<file path="config.mk">
export PLATFORM = sky130hd
export DESIGN_NAME = basys_input_port
export DESIGN_NICKNAME = d
export VERILOG_FILES = /design/src/rtl/basys_input_port.sv
export SDC_FILE = /design/constraint.sdc
export NUM_CORES = 1
export LEC_CHECK = 0
export CORE_MARGIN = 1.5
export CORE_UTILIZATION = 57
export CTS_CLUSTER_SIZE = 10
export DETAILED_ROUTE_END_ITERATION = 8
export GPL_TIMING_DRIVEN = 0
export HOLD_SLACK_MARGIN = 0.03
export PLACE_DENSITY = 0.9
export SLEW_MARGIN = 20
export SYNTH_ARGS = -nofsm -noshare
export SYNTH_HDL_FRONTEND = slang
export SYNTH_SLANG_ARGS = --single-unit
</file>
<file path="constraint.sdc">
create_clock -name clk -period 9.8 [get_ports clk]
set_input_delay 1.47 -clock clk [delete_from_list [all_inputs] [get_ports clk]]
set_output_delay 1.47 -clock clk [all_outputs]
set_load 0.01 [all_outputs]
</file>
<file path="src/rtl/basys_input_port.sv">
// Memory-mapped input peripheral for the Basys board: synchronized switches,
// debounced push-buttons, sticky press events and a press counter on the data bus.
module basys_input_port #(
    parameter logic [31:0] BASE_ADDR       = 32'hFFFF_FF00,
    parameter int          DEBOUNCE_CYCLES = 250000,
    parameter int          NBTN            = 5
) (
    input  logic            clk,
    input  logic            rst,
    input  logic [15:0]     sw,
    input  logic [NBTN-1:0] btn,
    input  logic [31:0]     DataAdr,
    input  logic [31:0]     WriteData,
    input  logic            MemWriteM,
    output logic [31:0]     ReadData,
    output logic            Hit
);

    localparam int            CW      = $clog2(DEBOUNCE_CYCLES);
    localparam logic [CW-1:0] CNT_MAX = CW'(DEBOUNCE_CYCLES - 1);

    logic [15:0]     sw_meta_q, sw_meta_d, sw_sync_q, sw_sync_d;
    logic [NBTN-1:0] btn_meta_q, btn_meta_d, btn_sync_q, btn_sync_d;
    logic [NBTN-1:0] btn_stable_q, btn_stable_d;
    logic [NBTN-1:0] evt_q, evt_d;
    logic [15:0]     press_cnt_q, press_cnt_d;
    logic [CW-1:0]   cnt_q [NBTN];
    logic [CW-1:0]   cnt_d [NBTN];

    logic [NBTN-1:0] rise;
    logic [15:0]     rise_count;
    logic            hit;
    logic            wr_evt;
    logic            wr_cnt;
    logic            unused_bits;

    always_comb begin
        sw_meta_d    = sw;
        sw_sync_d    = sw_meta_q;
        btn_meta_d   = btn;
        btn_sync_d   = btn_meta_q;
        btn_stable_d = btn_stable_q;
        rise         = '0;
        // A level is accepted only after it has differed from the stable value
        // for DEBOUNCE_CYCLES consecutive edges; any return resets the run.
        for (int i = 0; i < NBTN; i++) begin
            cnt_d[i] = '0;
            if (btn_sync_q[i] != btn_stable_q[i]) begin
                if (cnt_q[i] == CNT_MAX) begin
                    btn_stable_d[i] = btn_sync_q[i];
                    rise[i]         = btn_sync_q[i];
                end else begin
                    cnt_d[i] = cnt_q[i] + CW'(1);
                end
            end
        end
    end

    always_comb begin
        rise_count = '0;
        for (int i = 0; i < NBTN; i++) begin
            rise_count = rise_count + 16'(rise[i]);
        end
    end

    always_comb begin
        hit    = (DataAdr[31:4] == BASE_ADDR[31:4]);
        wr_evt = MemWriteM && hit && (DataAdr[3:2] == 2'b10);
        wr_cnt = MemWriteM && hit && (DataAdr[3:2] == 2'b11);

        // New events are OR-ed in after the clear so a same-edge press survives.
        evt_d = evt_q;
        if (wr_evt) begin
            evt_d = evt_q & ~WriteData[NBTN-1:0];
        end
        evt_d = evt_d | rise;

        press_cnt_d = (wr_cnt ? 16'h0 : press_cnt_q) + rise_count;
    end

    always_comb begin
        case (DataAdr[3:2])
            2'b00:   ReadData = {16'h0, sw_sync_q};
            2'b01:   ReadData = 32'(btn_stable_q);
            2'b10:   ReadData = 32'(evt_q);
            default: ReadData = {16'h0, press_cnt_q};
        endcase
        Hit = hit;
    end

    assign unused_bits = ^{DataAdr[1:0], WriteData[31:NBTN]};

    always_ff @(posedge clk) begin
        if (rst) begin
            sw_meta_q    <= '0;
            sw_sync_q    <= '0;
            btn_meta_q   <= '0;
            btn_sync_q   <= '0;
            btn_stable_q <= '0;
            evt_q        <= '0;
            press_cnt_q  <= '0;
            for (int i = 0; i < NBTN; i++) begin
                cnt_q[i] <= '0;
            end
        end else begin
            sw_meta_q    <= sw_meta_d;
            sw_sync_q    <= sw_sync_d;
            btn_meta_q   <= btn_meta_d;
            btn_sync_q   <= btn_sync_d;
            btn_stable_q <= btn_stable_d;
            evt_q        <= evt_d;
            press_cnt_q  <= press_cnt_d;
            for (int i = 0; i < NBTN; i++) begin
                cnt_q[i] <= cnt_d[i];
            end
        end
    end

endmodule

</file>
==> summary by stage <==
Outcome
The run finished with clean final reports.

Yosys
Of all flip-flops after synthesis, the portion carrying an async set or reset was 0%. In this run, synthesis produced a sequential element count of 158. The sequential element share of the synthesized area is 45.01%.

The cell area that synthesis handed to floorplanning was 7027 um2. The count of cell types in the netlist is 59. Each instance of the synthesized netlist takes up on average 9.149 um2. For this run, the leading register cell type out of synthesis is sky130_fd_sc_hd__dfxtp_1. Synthesis produced a netlist whose cell count is 768.

The number of warning messages in the yosys log is 0. Yosys mapped a number of flops with a built-in enable equal to 0.

Detailed routing
The first detailed-routing pass took 4 iterations. After detailed routing, the number of remaining DRC violations is 0. Once detail routing completed, the nets flagged for antenna violations numbered 0. The number of vias in the routed layout is 5973. The per-cell routed wire length is 15.25 um. Dividing the detail-routed via count by the number of cells gives 5.771.

The aggregate routed wire length is 15.78 mm. The iteration-0 DRC count of the detailed router is 390.

Clock tree
TritonCTS built the clock tree. In this run, post-CTS hold repair placed 0 buffers. After clock tree synthesis, the clock-pin slew on the worst setup and hold paths is 0.06 ns. In this run the number of H-tree levels came out at 4. The number of resized instances in the post-cts repair step is 0. In this run the deepest clock path goes through 2 buffers. The number of setup buffers added after CTS is 0. In this run, CTS created clock tree buffers numbering 17. The source-to-sink clock delay at the later pin of the worst-skew pair is 0.43 ns. CTS saw 158 sinks.

The clock root buffer master is sky130_fd_sc_hd__clkbuf_16.

STA
The final number of max-transition violations is 0. Setup violations remaining at the end of the flow were counted as 0. The clock arrives with 0.01243 ns of skew. Subtracting the final worst setup slack from the clock period gives 5.537 ns. The final count of hold timing violations is 0. Setup repair after global routing left no endpoint under its margin. The final worst-path setup slack is 4.263 ns. The total negative slack for setup checks is 0 ns. At the pin with the least slew margin, the transition time is 0.6722 ns. The worst relative slew slack is 55.19%. The maximum frequency from static timing analysis is 0.1806 GHz. Dividing the final minimum period by the clock period gives 56.50%.

GRT
After global routing the overflow that remains totals 0. Entering global routing, the biggest net connects 17 pins. The initial antenna violation count came to 0. The via count of the first global-routing pass is 5720. The overall global routing resource usage is 25.27%. The first-pass GRT wire length is 26.04 mm.

Power and ir drop
The total power density per cell area is 165.9 nW/um2. In this run the static leakage power is 2.933 nW. The share of total power consumed by net switching is 19.82%. The peak supply drop is 138.0 uV. The internal power consumption is 1.150 mW.

Summed over all nets, the switching power comes to 0.2843 mW. Sequential cells burn 45.6% of the power. Of the total power, the clock network draws 50.2%. The part of the total power dissipated in combinational logic is 4.2%.

Cells and area
The layout cell share with drive strength beyond 1 is 8.221%. The area of combinational cells with multiple inputs is 3585 um2. Counting the fill cells in the layout gives 837. The area of all sequential standard cells is 3163 um2. In the final design database the tool counted 975 nets. The number of diodes added for antenna fixing is 0. The area growth from synthesis to layout is 23.02%.

Worst setup path
The critical setup path kind is input port to register. Along the worst path, the maximum fanout reaches 9. The type of element launching the critical path is an input port. The type of element capturing the critical path is a register.

For the worst setup path, the data required time is 10.16 ns. Measured in cells, the most critical reg-to-reg path has a length of 14. The signal arrival time at the worst endpoint is 5.89 ns.

Floorplanning
The floorplan step defined a die boundary enclosing 13000 um2. For this configuration, the core starts out at a cell density of 58.50%. From left edge to right edge, the die measures 114.0 um.

The chip height is 114.0 um. After floorplanning, the core was sized to cover 12010 um2. The number of primary I/O pins is 121.

The number of placement rows is 40.

Placed design
The worst setup slack before clock tree synthesis is 3.958 ns. The congestion estimate from routability-driven global placement came to 0.8421. Input and output buffers added on the ports amount to 73.

The placed wire-length estimate after detailed placement is 10.61 mm.

Job
Max-cap violations in this run came to 0.

Worst hold path
Along the worst hold path, the cell count comes to 1. In this run the worst hold path is classified as register to register.
Yosys cell counts (16+ instances only):
cell type | n | area (um2)
sky130_fd_sc_hd__a21oi_1 | 28 | 140.1
sky130_fd_sc_hd__buf_4 | 16 | 120.1
sky130_fd_sc_hd__clkbuf_1 | 21 | 78.83
sky130_fd_sc_hd__dfxtp_1 | 158 | 3163
sky130_fd_sc_hd__inv_1 | 27 | 101.4
sky130_fd_sc_hd__nand2_1 | 34 | 127.6
sky130_fd_sc_hd__nand3_1 | 32 | 160.2
sky130_fd_sc_hd__nand4_1 | 33 | 206.5
sky130_fd_sc_hd__nor2_1 | 86 | 322.8
sky130_fd_sc_hd__nor2b_1 | 47 | 294.0
sky130_fd_sc_hd__nor3_1 | 19 | 95.09
sky130_fd_sc_hd__o21ai_0 | 21 | 105.1
sky130_fd_sc_hd__or3_1 | 20 | 125.1
sky130_fd_sc_hd__xnor2_1 | 38 | 332.8
sky130_fd_sc_hd__xor2_1 | 33 | 289.0
flip-flops by register name, summed over array words and instances, names as in the netlist:
register,flops
sw_sync_q,16
sw_meta_q,16
btn_meta_q,5
press_cnt_q,16
evt_q,5
cnt_q,90
btn_stable_q,5
btn_sync_q,5
power groups by stage:
stage	clock [mW]	sequential (mW)	combinational, mW
2_1_floorplan	0	0.667	0.0280
6_report	0.720	0.654	0.0609
3_3_place_gp	0	0.668	0.0586
5_1_grt	0.752	0.654	0.0655
4_1_cts	0.726	0.654	0.0607
3_5_place_dp	0	0.668	0.0599
worst paths after layout:
path | slack, ns | end | from
worst max-delay path | 4.26 | press_cnt_q[14] | DataAdr[30]
worst min-delay path | 0.44 | sw_sync_q[10] | sw_meta_q[10]
worst max register to register | 5.01 | press_cnt_q[14] | cnt_q[0][18]
worst min register to register | 0.44 | sw_sync_q[10] | sw_meta_q[10]
final cells by class:
cell class,instances,area share (%)
multi-input combinational,555,41.47
sequential,158,36.59
timing repair buffer,73,8.453
clock buffer,21,5.326
buffer,43,2.707
clock inverter,11,2.157
tap,147,2.128
inverter,27,1.172
layer usage:
layer  GRT usage [%]  up-vias  share of wire [%]
met3           6.536       46                6.5
met5               0        -                  0
li1                -     2902                  -
met1           29.32     2812                 41
met4           10.83        0                2.5
met2           44.18      213                 50
worst max-delay path, stage by stage:
cell	delay [ns]
sky130_fd_sc_hd__clkdlybuf4s50_1	0.45
sky130_fd_sc_hd__nand4_1	0.12
sky130_fd_sc_hd__or4_1	0.54
sky130_fd_sc_hd__clkbuf_1	0.24
sky130_fd_sc_hd__or4b_1	0.63
sky130_fd_sc_hd__and2_1	0.23
sky130_fd_sc_hd__fa_1	0.49
sky130_fd_sc_hd__ha_1	0.18
sky130_fd_sc_hd__inv_1	0.06
sky130_fd_sc_hd__fa_1	0.41
sky130_fd_sc_hd__nor2b_1	0.36
sky130_fd_sc_hd__o2111ai_1	0.22
sky130_fd_sc_hd__or3_1	0.35
sky130_fd_sc_hd__a21oi_1	0.14
metrics by stage:
step / instance area [um2] / power [mW] / util [%] / instances / hold slack, ns
6_report: 8645 / 1.435 / 71.97 / 1035 / 0.4372
5_1_grt: 8645 / 1.472 / 71.97 / 1035 / 0.4602
4_1_cts: 8645 / 1.440 / 71.97 / 1035 / 0.4392
3_5_place_dp: 7998 / 0.7278 / 66.58 / 1003 / 0.4255
3_3_place_gp: 7998 / 0.7261 / 66.58 / 1003 / 0.4169
2_1_floorplan: 7083 / 0.6950 / - / 783 / 0.4112
cell families after synthesis:
family | Yosys count | synth area share (%)
AOI/OAI and AO/OA | 95 | 8.761
DFF | 158 | 45.01
adders and majority gates | 12 | 2.457
muxes | 6 | 1.745
xor gates and xnor gates | 71 | 8.850
other | 1 | 0.05337
buffers and inverters | 70 | 4.772
and+or+nand+nor | 355 | 28.35
placed cells by master, fill, tap and decap left out, types with 20 or more instances in the layout:
cell	Yosys	routed
sky130_fd_sc_hd__dfxtp_1	158	158
sky130_fd_sc_hd__nor2_1	86	86
sky130_fd_sc_hd__clkdlybuf4s50_1	0	73
sky130_fd_sc_hd__o21ai_0	21	21
sky130_fd_sc_hd__xor2_1	33	33
sky130_fd_sc_hd__nand2_1	34	34
sky130_fd_sc_hd__a21oi_1	28	28
sky130_fd_sc_hd__xnor2_1	38	38
sky130_fd_sc_hd__inv_1	27	27
sky130_fd_sc_hd__clkbuf_1	21	23
sky130_fd_sc_hd__nand3_1	32	32
sky130_fd_sc_hd__nor2b_1	47	47
sky130_fd_sc_hd__nand4_1	33	33
sky130_fd_sc_hd__or3_1	20	20
Power figures use the tool's default switching activity.
